### src/rtl/traffic_pkg.sv
// Shared encodings for the multi-approach traffic controller: lamp codes,
// phase encoding and lamp field width.
package traffic_pkg;

  localparam int LAMP_W = 2;

  typedef enum logic [1:0] {
    LAMP_GREEN  = 2'b00,
    LAMP_YELLOW = 2'b01,
    LAMP_RED    = 2'b10
  } lamp_e;

  typedef enum logic [1:0] {
    PH_GREEN  = 2'b00,
    PH_YELLOW = 2'b01,
    PH_ALLRED = 2'b10,
    PH_EMERG  = 2'b11
  } phase_e;

endpackage

### src/rtl/rr_next_picker.sv
// Combinational round-robin search: nearest requesting index after cur,
// wrapping, excluding cur itself.
module rr_next_picker
  import traffic_pkg::*;
#(
  parameter int NUM_REQ = 2,
  parameter int IDX_W   = $clog2(NUM_REQ)
) (
  input  logic [NUM_REQ-1:0] req,
  input  logic [IDX_W-1:0]   cur,
  output logic [IDX_W-1:0]   nxt,
  output logic               found
);

  function automatic logic [IDX_W-1:0] wrap_add(input logic [IDX_W-1:0] base, input int off);
    int sum_v;
    sum_v = int'(base) + off;
    sum_v = (sum_v >= NUM_REQ) ? (sum_v - NUM_REQ) : sum_v;
    return IDX_W'(sum_v);
  endfunction

  // Scan farthest-to-nearest so the nearest requester wins the last assignment.
  always_comb begin
    nxt   = cur;
    found = 1'b0;
    for (int k = NUM_REQ - 1; k >= 1; k--) begin
      nxt   = req[wrap_add(cur, k)] ? wrap_add(cur, k) : nxt;
      found = found | req[wrap_add(cur, k)];
    end
  end

endmodule

### src/rtl/multi_approach_traffic_controller.sv
// Round-robin traffic controller for NUM_APPROACHES approaches with min/max
// green, yellow, all-red clearance and an emergency all-red override.
module multi_approach_traffic_controller
  import traffic_pkg::*;
#(
  parameter int NUM_APPROACHES = 2,
  parameter int GREEN_MIN      = 3,
  parameter int GREEN_MAX      = 6,
  parameter int YELLOW_TIME    = 2,
  parameter int ALL_RED_TIME   = 1,
  parameter int CNT_W          = 8,
  parameter int IDX_W          = $clog2(NUM_APPROACHES)
) (
  input  logic                        clk,
  input  logic                        reset,
  input  logic                        tick,
  input  logic [NUM_APPROACHES-1:0]   traffic,
  input  logic                        emerg,
  output logic [2*NUM_APPROACHES-1:0] lights,
  output logic [IDX_W-1:0]            active_idx,
  output logic [1:0]                  phase
);

  localparam logic [CNT_W-1:0] GMIN_M1 = CNT_W'(GREEN_MIN - 1);
  localparam logic [CNT_W-1:0] GMAX_M1 = CNT_W'(GREEN_MAX - 1);
  localparam logic [CNT_W-1:0] YEL_M1  = CNT_W'(YELLOW_TIME - 1);
  localparam logic [CNT_W-1:0] AR_M1   = CNT_W'(ALL_RED_TIME - 1);

  generate
    if (NUM_APPROACHES < 2) begin : g_bad_num
      $error("NUM_APPROACHES must be at least 2");
    end
    if (IDX_W != $clog2(NUM_APPROACHES)) begin : g_bad_idx
      $error("IDX_W must equal clog2(NUM_APPROACHES)");
    end
    if ((GREEN_MIN < 1) || (GREEN_MAX < GREEN_MIN)) begin : g_bad_green
      $error("green limits must satisfy 1 <= GREEN_MIN <= GREEN_MAX");
    end
    if ((YELLOW_TIME < 1) || (ALL_RED_TIME < 0)) begin : g_bad_dwell
      $error("YELLOW_TIME must be >= 1 and ALL_RED_TIME >= 0");
    end
    if ((CNT_W < 31) && ((GREEN_MAX >= (1 << CNT_W)) || (YELLOW_TIME >= (1 << CNT_W)) ||
                         (ALL_RED_TIME >= (1 << CNT_W)))) begin : g_bad_cnt
      $error("CNT_W too narrow for the configured dwell times");
    end
  endgenerate

  function automatic logic [2*NUM_APPROACHES-1:0] lamp_map(input phase_e ph,
                                                           input logic [IDX_W-1:0] idx);
    logic [2*NUM_APPROACHES-1:0] l;
    for (int i = 0; i < NUM_APPROACHES; i++) begin
      if ((ph == PH_GREEN) && (IDX_W'(i) == idx)) begin
        l[LAMP_W*i +: LAMP_W] = LAMP_GREEN;
      end else if ((ph == PH_YELLOW) && (IDX_W'(i) == idx)) begin
        l[LAMP_W*i +: LAMP_W] = LAMP_YELLOW;
      end else begin
        l[LAMP_W*i +: LAMP_W] = LAMP_RED;
      end
    end
    return l;
  endfunction

  phase_e                      phase_r, phase_s;
  logic [IDX_W-1:0]            active_idx_r, active_idx_s;
  logic [IDX_W-1:0]            next_idx_r, next_idx_s;
  logic [CNT_W-1:0]            timer_r, timer_s;
  logic [2*NUM_APPROACHES-1:0] lights_r;
  logic [IDX_W-1:0]            pick_idx_s;
  logic                        pick_found_s;
  logic                        own_s;

  rr_next_picker #(
    .NUM_REQ (NUM_APPROACHES),
    .IDX_W   (IDX_W)
  ) u_picker (
    .req   (traffic),
    .cur   (active_idx_r),
    .nxt   (pick_idx_s),
    .found (pick_found_s)
  );

  assign own_s = traffic[active_idx_r];

  // Next-state logic; nothing moves unless tick is high.
  always_comb begin
    phase_s      = phase_r;
    active_idx_s = active_idx_r;
    next_idx_s   = next_idx_r;
    timer_s      = timer_r;
    if (tick) begin
      case (phase_r)
        PH_GREEN: begin
          if (emerg || (pick_found_s && (timer_r >= GMIN_M1) &&
                        (!own_s || (timer_r >= GMAX_M1)))) begin
            phase_s    = PH_YELLOW;
            timer_s    = {CNT_W{1'b0}};
            next_idx_s = pick_found_s ? pick_idx_s : active_idx_r;
          end else begin
            timer_s = (timer_r >= GMAX_M1) ? GMAX_M1 : (timer_r + CNT_W'(1));
          end
        end
        PH_YELLOW: begin
          if (timer_r == YEL_M1) begin
            timer_s = {CNT_W{1'b0}};
            if (ALL_RED_TIME != 0) begin
              phase_s = PH_ALLRED;
            end else if (emerg) begin
              phase_s = PH_EMERG;
            end else begin
              phase_s      = PH_GREEN;
              active_idx_s = next_idx_r;
            end
          end else begin
            timer_s = timer_r + CNT_W'(1);
          end
        end
        PH_ALLRED: begin
          if (timer_r == AR_M1) begin
            timer_s = {CNT_W{1'b0}};
            if (emerg) begin
              phase_s = PH_EMERG;
            end else begin
              phase_s      = PH_GREEN;
              active_idx_s = next_idx_r;
            end
          end else begin
            timer_s = timer_r + CNT_W'(1);
          end
        end
        PH_EMERG: begin
          if (!emerg) begin
            phase_s      = PH_GREEN;
            active_idx_s = next_idx_r;
            timer_s      = {CNT_W{1'b0}};
          end else begin
            timer_s = timer_r + CNT_W'(1);
          end
        end
        default: begin
          phase_s = PH_ALLRED;
          timer_s = {CNT_W{1'b0}};
        end
      endcase
    end else begin
      phase_s = phase_r;
    end
  end

  // State registers; lamp outputs are registered from the next state so they
  // change on the same edge as phase.
  always_ff @(posedge clk or negedge reset) begin
    if (!reset) begin
      phase_r      <= PH_GREEN;
      active_idx_r <= {IDX_W{1'b0}};
      next_idx_r   <= {IDX_W{1'b0}};
      timer_r      <= {CNT_W{1'b0}};
      lights_r     <= lamp_map(PH_GREEN, {IDX_W{1'b0}});
    end else begin
      phase_r      <= phase_s;
      active_idx_r <= active_idx_s;
      next_idx_r   <= next_idx_s;
      timer_r      <= timer_s;
      lights_r     <= lamp_map(phase_s, active_idx_s);
    end
  end

  assign lights     = lights_r;
  assign active_idx = active_idx_r;
  assign phase      = phase_r;

endmodule
### config.mk
export PLATFORM = sky130hd
export DESIGN_NAME = multi_approach_traffic_controller
export DESIGN_NICKNAME = d
export VERILOG_FILES = /design/src/rtl/traffic_pkg.sv /design/src/rtl/rr_next_picker.sv /design/src/rtl/multi_approach_traffic_controller.sv
export SDC_FILE = /design/constraint.sdc
export NUM_CORES = 1
export LEC_CHECK = 0
export CAP_MARGIN = 10
export CORE_MARGIN = 2
export CORE_UTILIZATION = 25
export CTS_BUF_LIST = sky130_fd_sc_hd__clkbuf_4
export CTS_CLUSTER_SIZE = 10
export DETAILED_ROUTE_END_ITERATION = 16
export HOLD_SLACK_MARGIN = 0.12
export PLACE_DENSITY = 0.43
export SLEW_MARGIN = 20
export SYNTH_ARGS = -nofsm -noshare
export SYNTH_HDL_FRONTEND = slang
export SYNTH_SLANG_ARGS = --single-unit
### constraint.sdc
create_clock -name clk -period 2 [get_ports clk]
set_clock_uncertainty 0.2 [all_clocks]
set_input_delay 0.4 -clock clk [delete_from_list [all_inputs] [get_ports clk]]
set_output_delay 0.4 -clock clk [all_outputs]
set_load 0.01 [all_outputs]
==> results of run 1 <==
Yosys cell counts (3+ instances only):
| cell type | count | area, sq um |
|---|---|---|
| a21o_1 | 5 | 37.5 |
| nand3_1 | 5 | 25.0 |
| nand2_1 | 4 | 15.0 |
| xor2_1 | 5 | 43.8 |
| ha_1 | 5 | 62.6 |
| inv_1 | 5 | 18.8 |
| dfrtp_1 | 15 | 375 |
| nor3_1 | 3 | 15.0 |
| a21oi_1 | 10 | 50.1 |
report_power, final:
group | internal, uW | switching, uW | leakage [uW]
clock | 91.0 | 103 | 0.0000184
sequential | 436 | 107 | 0.000205
combinational | 782 | 644 | 0.000529
worst max-delay path, delay by kind of cell (launching register included):
| family | cells | cell delay, ps |
|---|---|---|
| mux | 1 | 290 |
| flops | 1 | 390 |
| compound gates | 1 | 190 |
| simple gates | 3 | 910 |
area by class of cell:
type	instances	area [sq um]
multi-input combinational	74	736
timing repair buffer	48	409
clock buffer	4	30.0
tap	50	62.6
inverter	5	18.8
sequential	16	403
fill	400	2280
flip-flops by register name (all words and copies together) (netlist names):
signal	cells
phase	2
timer_r	8
active_idx	1
next_idx_r	1
lights	4
how the worst max path moves through the flow:
| stage | from | end | cells past startpoint |
|---|---|---|---|
| 3_5_place_dp | traffic[1] | next_idx_r$_DFFE_PN0P_ | 5 |
| 2_1_floorplan | timer_r[1]$_DFFE_PN0P_ | lights[2]$_DFF_PN0_ | 7 |
| 3_3_place_gp | traffic[0] | next_idx_r$_DFFE_PN0P_ | 5 |
| 6_report | timer_r[4]$_DFFE_PN0P_ | next_idx_r$_DFFE_PN0P_ | 5 |
| 5_1_grt | timer_r[5]$_DFFE_PN0P_ | lights[2]$_DFF_PN0_ | 6 |
| 4_1_cts | timer_r[1]$_DFFE_PN0P_ | lights[2]$_DFF_PN0_ | 7 |
logic make-up after synthesis:
family                     after synthesis
AOI/OAI and AO/OA                       33
and+or+nand+nor                         28
DFF                                     16
buffers and inverters                   10
xor gates and xnor gates                 5
adders and majority gates                5
muxes                                    3
layer usage:
| layer | GRT usage, % | wire, microns | vias up |
|---|---|---|---|
| li1 | - | - | 464 |
| met1 | 16.3 | 1190 | 454 |
| met2 | 22.8 | 1390 | 16 |
| met3 | 3.67 | 116 | 2 |
| met4 | 2.30 | 8 | 0 |
| met5 | 0 | 0 | - |
through the flow:
stage	utilization (%)	hold WS, ps
after global routing	42.1	221
final	42.1	231
after floorplan	-	-95.6
after global placement	36.2	303
after detailed placement	36.2	312
after CTS	38.0	227
repair_timing:
| action | in CTS | in global routing |
|---|---|---|
| buffers inserted | 1 | 5 |
| endpoints found under the setup margin | 11 | 17 |
| gates resized for setup | 6 | 28 |
| pin swaps | 2 | 15 |
| hold endpoints to repair | 0 | 0 |
==> reports/qor.txt, run 1 <==
Outcome: finished, violations left
Failing checks: negative setup slack
Die area: 4560 sq um
Post-Synth Adder-Cell Area: 6.20%
Setup violations, final: 3
Slowest CP cell: or4_4
DRT Pass-1 Iters: 2
Largest fanout on the critical path: 3
Largest net degree at the start of global routing: 17
RSZ-0062 raised after global routing: true
Number of global-route vias before repair: 907
Mapped Nets: 111
R2R depth: 5
Post-synth EDFFs: 0
Crit path DAT: 2080 ps
DIE WIDTH: 67.5 microns
Row count: 23
Clk buf depth: 2
Core Footprint: 3940 sq um
Achievable clock frequency: 476 MHz
Total global routing overflow: 0
CP Capture Type: flop
Period minus WS final: 2100 ps
Final Max Tran Viols: 0
Synth warnings: 0
Cell count after synthesis: 100
Residual DRC: 0
Avg Inst Size Synth: 10.1 sq um
Max cap viols: 0
Top FF cell, synth: dfrtp_1
Worst R2R Setup Slack: -100 ps
GP Congestion: 0.729
Clock Sinks: 16
RR Startpoint: timer_r[4]$_DFFE_PN0P_
Sequential element share of the synthesized area: 39.8%
DP HPWL: 1890 microns
Fin worst setup slack: -101 ps
Power Total: 2160 uW
Proportion of synthesized area in mux cells: 3.10%
Vias/cell: 4.75
Final Hold Fails: 0
CTS tree: done
Worst-Margin Slew: 399 ps
CP Data Required Time: 1970 ps
Clk pin slew, worst setup/hold paths: 100 ps
Remaining antenna violation count after routing: 0
First-pass GRT wire length: 4420 microns
Fin nets: 159
P&R area growth vs syn: 64.5%
Worst path cell trace: or4_4, nor3_2, o21a_2, or3_4, mux2_4
Hold buffers post-CTS: 0
Post-synth ARST share: 100%
IO Count: 13
Synth Cell Area: 1010 sq um
Design area: 1660 sq um
Worst flop-to-flop path endpoint: next_idx_r$_DFFE_PN0P_
Most frequent cells in the layout: buf_4 (33), dfrtp_1 (14), clkdlybuf4s50_1 (9)
Period Utilization, post-route: 105%
Max_slew headroom: 73.3%
Synth Area in Compound Gates: 23.2%
Antenna diode count: 0
FF+latch count, synth: 16
Drt wl/cell: 13.7 microns
Fraction of layout cells with a size suffix above 1: 53.7%
Max incr delay on CP: 580 ps
Initial cell density of the core: 25.6%
Number of port buffers: 12
Leak pwr: 0.000752 uW
Synth cell types: 42
Startpoint types: flop
Maximum vdd drop: 514 uV
Height of the die: 67.5 microns
Largest family of logic cells by synthesized area: compound AO/OA/AOI/OAI gates
Final cell count without fillers: 197
Hold crit path type: in2async
Fin Setup TNS: -195 ps
Cells after DPL: 188
Pwr Density: 1300 nW/um^2
Worst skew pair latency: 290 ps
Drt first-iter violations: 12
Initial antenna violation count: 0
Commonest non-fill, non-tap cell in the layout: buf_4
GRT Util Overall: 13.1%
Routed vias: 936
CTS H-tree depth: 1
Xor/xnor share of the synthesized area: 4.34%
Critical path class: reg2reg
Root buffer cell: clkbuf_4
Num CTS Buffers: 3
WL final: 2710 microns
Post-DP Area: 1430 sq um
Placement Setup Slack: -370 ps
Simple-Gate Fraction of Synth Area: 19.0%
Note: power is estimated with default switching activity, not from simulation.
==> inputs of run 2 (changes only) <==
--- a/config.mk
+++ b/config.mk
@@ -8,7 +8,6 @@
 export CAP_MARGIN = 10
 export CORE_MARGIN = 2
 export CORE_UTILIZATION = 25
-export CTS_BUF_LIST = sky130_fd_sc_hd__clkbuf_4
 export CTS_CLUSTER_SIZE = 10
 export DETAILED_ROUTE_END_ITERATION = 16
 export HOLD_SLACK_MARGIN = 0.12
==> constraint.sdc (replaced) <==
create_clock -name clk -period 2 [get_ports clk]
set_clock_uncertainty 0.2 [all_clocks]
set_input_delay 0.4 -clock clk [delete_from_list [all_inputs] [get_ports clk]]
set_output_delay 0.4 -clock clk [all_outputs]
set_load 0.02 [all_outputs]
==> run 2 against run 1 <==
The flow still finishes with violations (negative setup slack). Die area unchanged. Critical path depth unchanged. Critical path type is now in2reg. Cell area decreased by 0.23%. Largest cell class unchanged. Cell count decreased by 0.51%. Utilization decreased by 0.095 points. Hold slack improved by 46 ps. Clock-buffer cell count unchanged. Global-route usage increased by 0.17 points. Flip-flop and latch count unchanged. Clock power increased by 52%. Register-to-register slack improved by 50 ps.
==> reports/qor.txt, run 2 (synthesized netlist as in run 1, its figures left out) <==
DP HPWL: 1880 microns (was 1890 microns)
P&R area growth vs syn: 64.1% (was 64.5%)
Maximum vdd drop: 592 uV (was 514 uV)
Hold crit path type: in2async (unchanged)
Number of port buffers: 12 (unchanged)
DRT Pass-1 Iters: 4 (was 2)
Drt wl/cell: 13.7 microns (about the same)
CP Capture Type: flop (unchanged)
Worst skew pair latency: 250 ps (was 290 ps)
Row count: 23 (unchanged)
Placement Setup Slack: -339 ps (was -370 ps)
Max reg flops: 8 (unchanged)
Antenna diode count: 0 (unchanged)
Residual DRC: 0 (unchanged)
Die area: 4560 sq um (unchanged)
Crit path DAT: 2030 ps (was 2080 ps)
Max_slew headroom: 73.9% (was 73.3%)
Achievable clock frequency: 479 MHz (was 476 MHz)
Failing checks: negative setup slack (unchanged)
GRT Util Overall: 13.3% (was 13.1%)
CTS tree: done (unchanged)
Fraction of layout cells with a size suffix above 1: 50.7% (was 53.7%)
CP Data Required Time: 1940 ps (was 1970 ps)
Number of global-route vias before repair: 931 (was 907)
Num CTS Buffers: 3 (unchanged)
R2R depth: 7 (was 5)
Commonest non-fill, non-tap cell in the layout: buf_4 (unchanged)
Max incr delay on CP: 510 ps (was 580 ps)
Leak pwr: 0.000737 uW (was 0.000752 uW)
Total global routing overflow: 0 (unchanged)
RR Startpoint: timer_r[1]$_DFFE_PN0P_ (was timer_r[4]$_DFFE_PN0P_)
Worst R2R Setup Slack: -50 ps (was -100 ps)
Pwr Density: 1370 nW/um^2 (was 1300 nW/um^2)
Height of the die: 67.5 microns (unchanged)
Core Footprint: 3940 sq um (unchanged)
Final Hold Fails: 0 (unchanged)
Largest net degree at the start of global routing: 17 (unchanged)
Period Utilization, post-route: 104% (was 105%)
Routed vias: 915 (was 936)
Critical path class: in2reg (was reg2reg)
Cells after DPL: 186 (was 188)
CTS H-tree depth: 1 (unchanged)
Clk pin slew, worst setup/hold paths: 70 ps (was 100 ps)
Setup violations, final: 3 (unchanged)
Fin nets: 158 (was 159)
Root buffer cell: clkbuf_8 (was clkbuf_4)
Clock Sinks: 16 (unchanged)
DIE WIDTH: 67.5 microns (unchanged)
RSZ-0062 raised after global routing: true (unchanged)
GP Congestion: 0.775 (was 0.729)
Final cell count without fillers: 196 (was 197)
First-pass GRT wire length: 4490 microns (was 4420 microns)
WL final: 2690 microns (was 2710 microns)
Max cap viols: 0 (unchanged)
IO Count: 13 (unchanged)
Reg with most FFs: timer_r (unchanged)
Hold buffers post-CTS: 0 (unchanged)
Clk buf depth: 2 (unchanged)
Slowest CP cell: clkdlybuf4s50_1 (was or4_4)
Vias/cell: 4.67 (was 4.75)
Drt first-iter violations: 34 (was 12)
Final Max Tran Viols: 0 (unchanged)
Largest fanout on the critical path: 3 (unchanged)
CP startpoint: traffic[1] (was timer_r[4]$_DFFE_PN0P_)
Outcome: finished, violations left (unchanged)
Worst-Margin Slew: 390 ps (was 399 ps)
Fin worst setup slack: -88.8 ps (was -101 ps)
Period minus WS final: 2090 ps (was 2100 ps)
Initial antenna violation count: 0 (unchanged)
Worst flop-to-flop path endpoint: lights[2]$_DFF_PN0_ (was next_idx_r$_DFFE_PN0P_)
Initial cell density of the core: 25.6% (unchanged)
Startpoint types: input port (was flop)
Remaining antenna violation count after routing: 0 (unchanged)
Worst path cell trace: clkdlybuf4s50_1, mux2i_1, a211o_2, or3_4, mux2_4 (was or4_4, nor3_2, o21a_2, or3_4, mux2_4)
Most frequent cells in the layout: buf_4 (31), dfrtp_1 (13), clkdlybuf4s50_1 (9) (was buf_4 (33), dfrtp_1 (14), clkdlybuf4s50_1 (9))
## run 2: cell types whose count changed in the layout (fill, tap and decap cells not counted), moves of 2 or more
cell,delta
clkbuf_4,-4
clkbuf_8,+4
dlymetal6s2s_1,-2
a21oi_1,+4
buf_4,-2
o21ai_0,+2
nor3_1,-2
a21oi_2,-4
dlygate4sd2_1,+2
## run 2: worst max path at each step
stage | endpoint | cells after the start | slack, ps
2_1_floorplan | next_idx_r$_DFFE_PN0P_ | 7 | -20
3_3_place_gp | next_idx_r$_DFFE_PN0P_ | 5 | -310
3_5_place_dp | next_idx_r$_DFFE_PN0P_ | 5 | -340
4_1_cts | lights[2]$_DFF_PN0_ | 6 | -100
5_1_grt | lights[2]$_DFF_PN0_ | 6 | -160
6_report | next_idx_r$_DFFE_PN0P_ | 5 | -90
## run 2: final cells by class
cell class,instances,area (sq um)
flip-flops and latches,16,404
fillers,379,2290
multi-input cells,74,714
inverters,5,21.3
clock buffers,4,55.1
repair buffers,47,398
well taps,50,62.6
## run 2: critical path, delay by kind of cell
kind | cells | cell delay (ps)
AOI/OAI and AO/OA | 1 | 350
buffers and inverters | 1 | 510
muxes | 2 | 390
and+or+nand+nor | 1 | 380
## run 2: power by group
part | switching (uW) | internal, uW
logic | 656 | 743
clock network | 120 | 175
registers | 128 | 439
total | 904 | 1360
## run 2: per-layer routing
layer	global-route usage, %	vias up	share of wire (%)
met5	0	-	0
met4	1.53	0	0.30
met1	16.1	434	45
met3	3.50	2	3.6
met2	24.1	17	51
li1	-	462	-
## run 2: timing repair
item,CTS,global route
setup buffers,6,3
pin swaps,7,7
resized for setup,19,12
gates cloned,0,0
endpoints found under the setup margin,14,14
## run 2: per-stage QoR
stage | area (sq um) | setup TNS (ps) | power, uW | hold WS, ps | utilization (%)
6_report | 1660 | -140 | 2260 | 277 | 42.0
5_1_grt | 1660 | -528 | 2430 | 284 | 42.0
4_1_cts | 1570 | -214 | 2140 | 284 | 39.8
3_5_place_dp | 1420 | -2240 | 1710 | 327 | 36.1
3_3_place_gp | 1420 | -2170 | 1720 | 320 | 36.1
2_1_floorplan | 1030 | -45.5 | 1160 | -95.6 | -
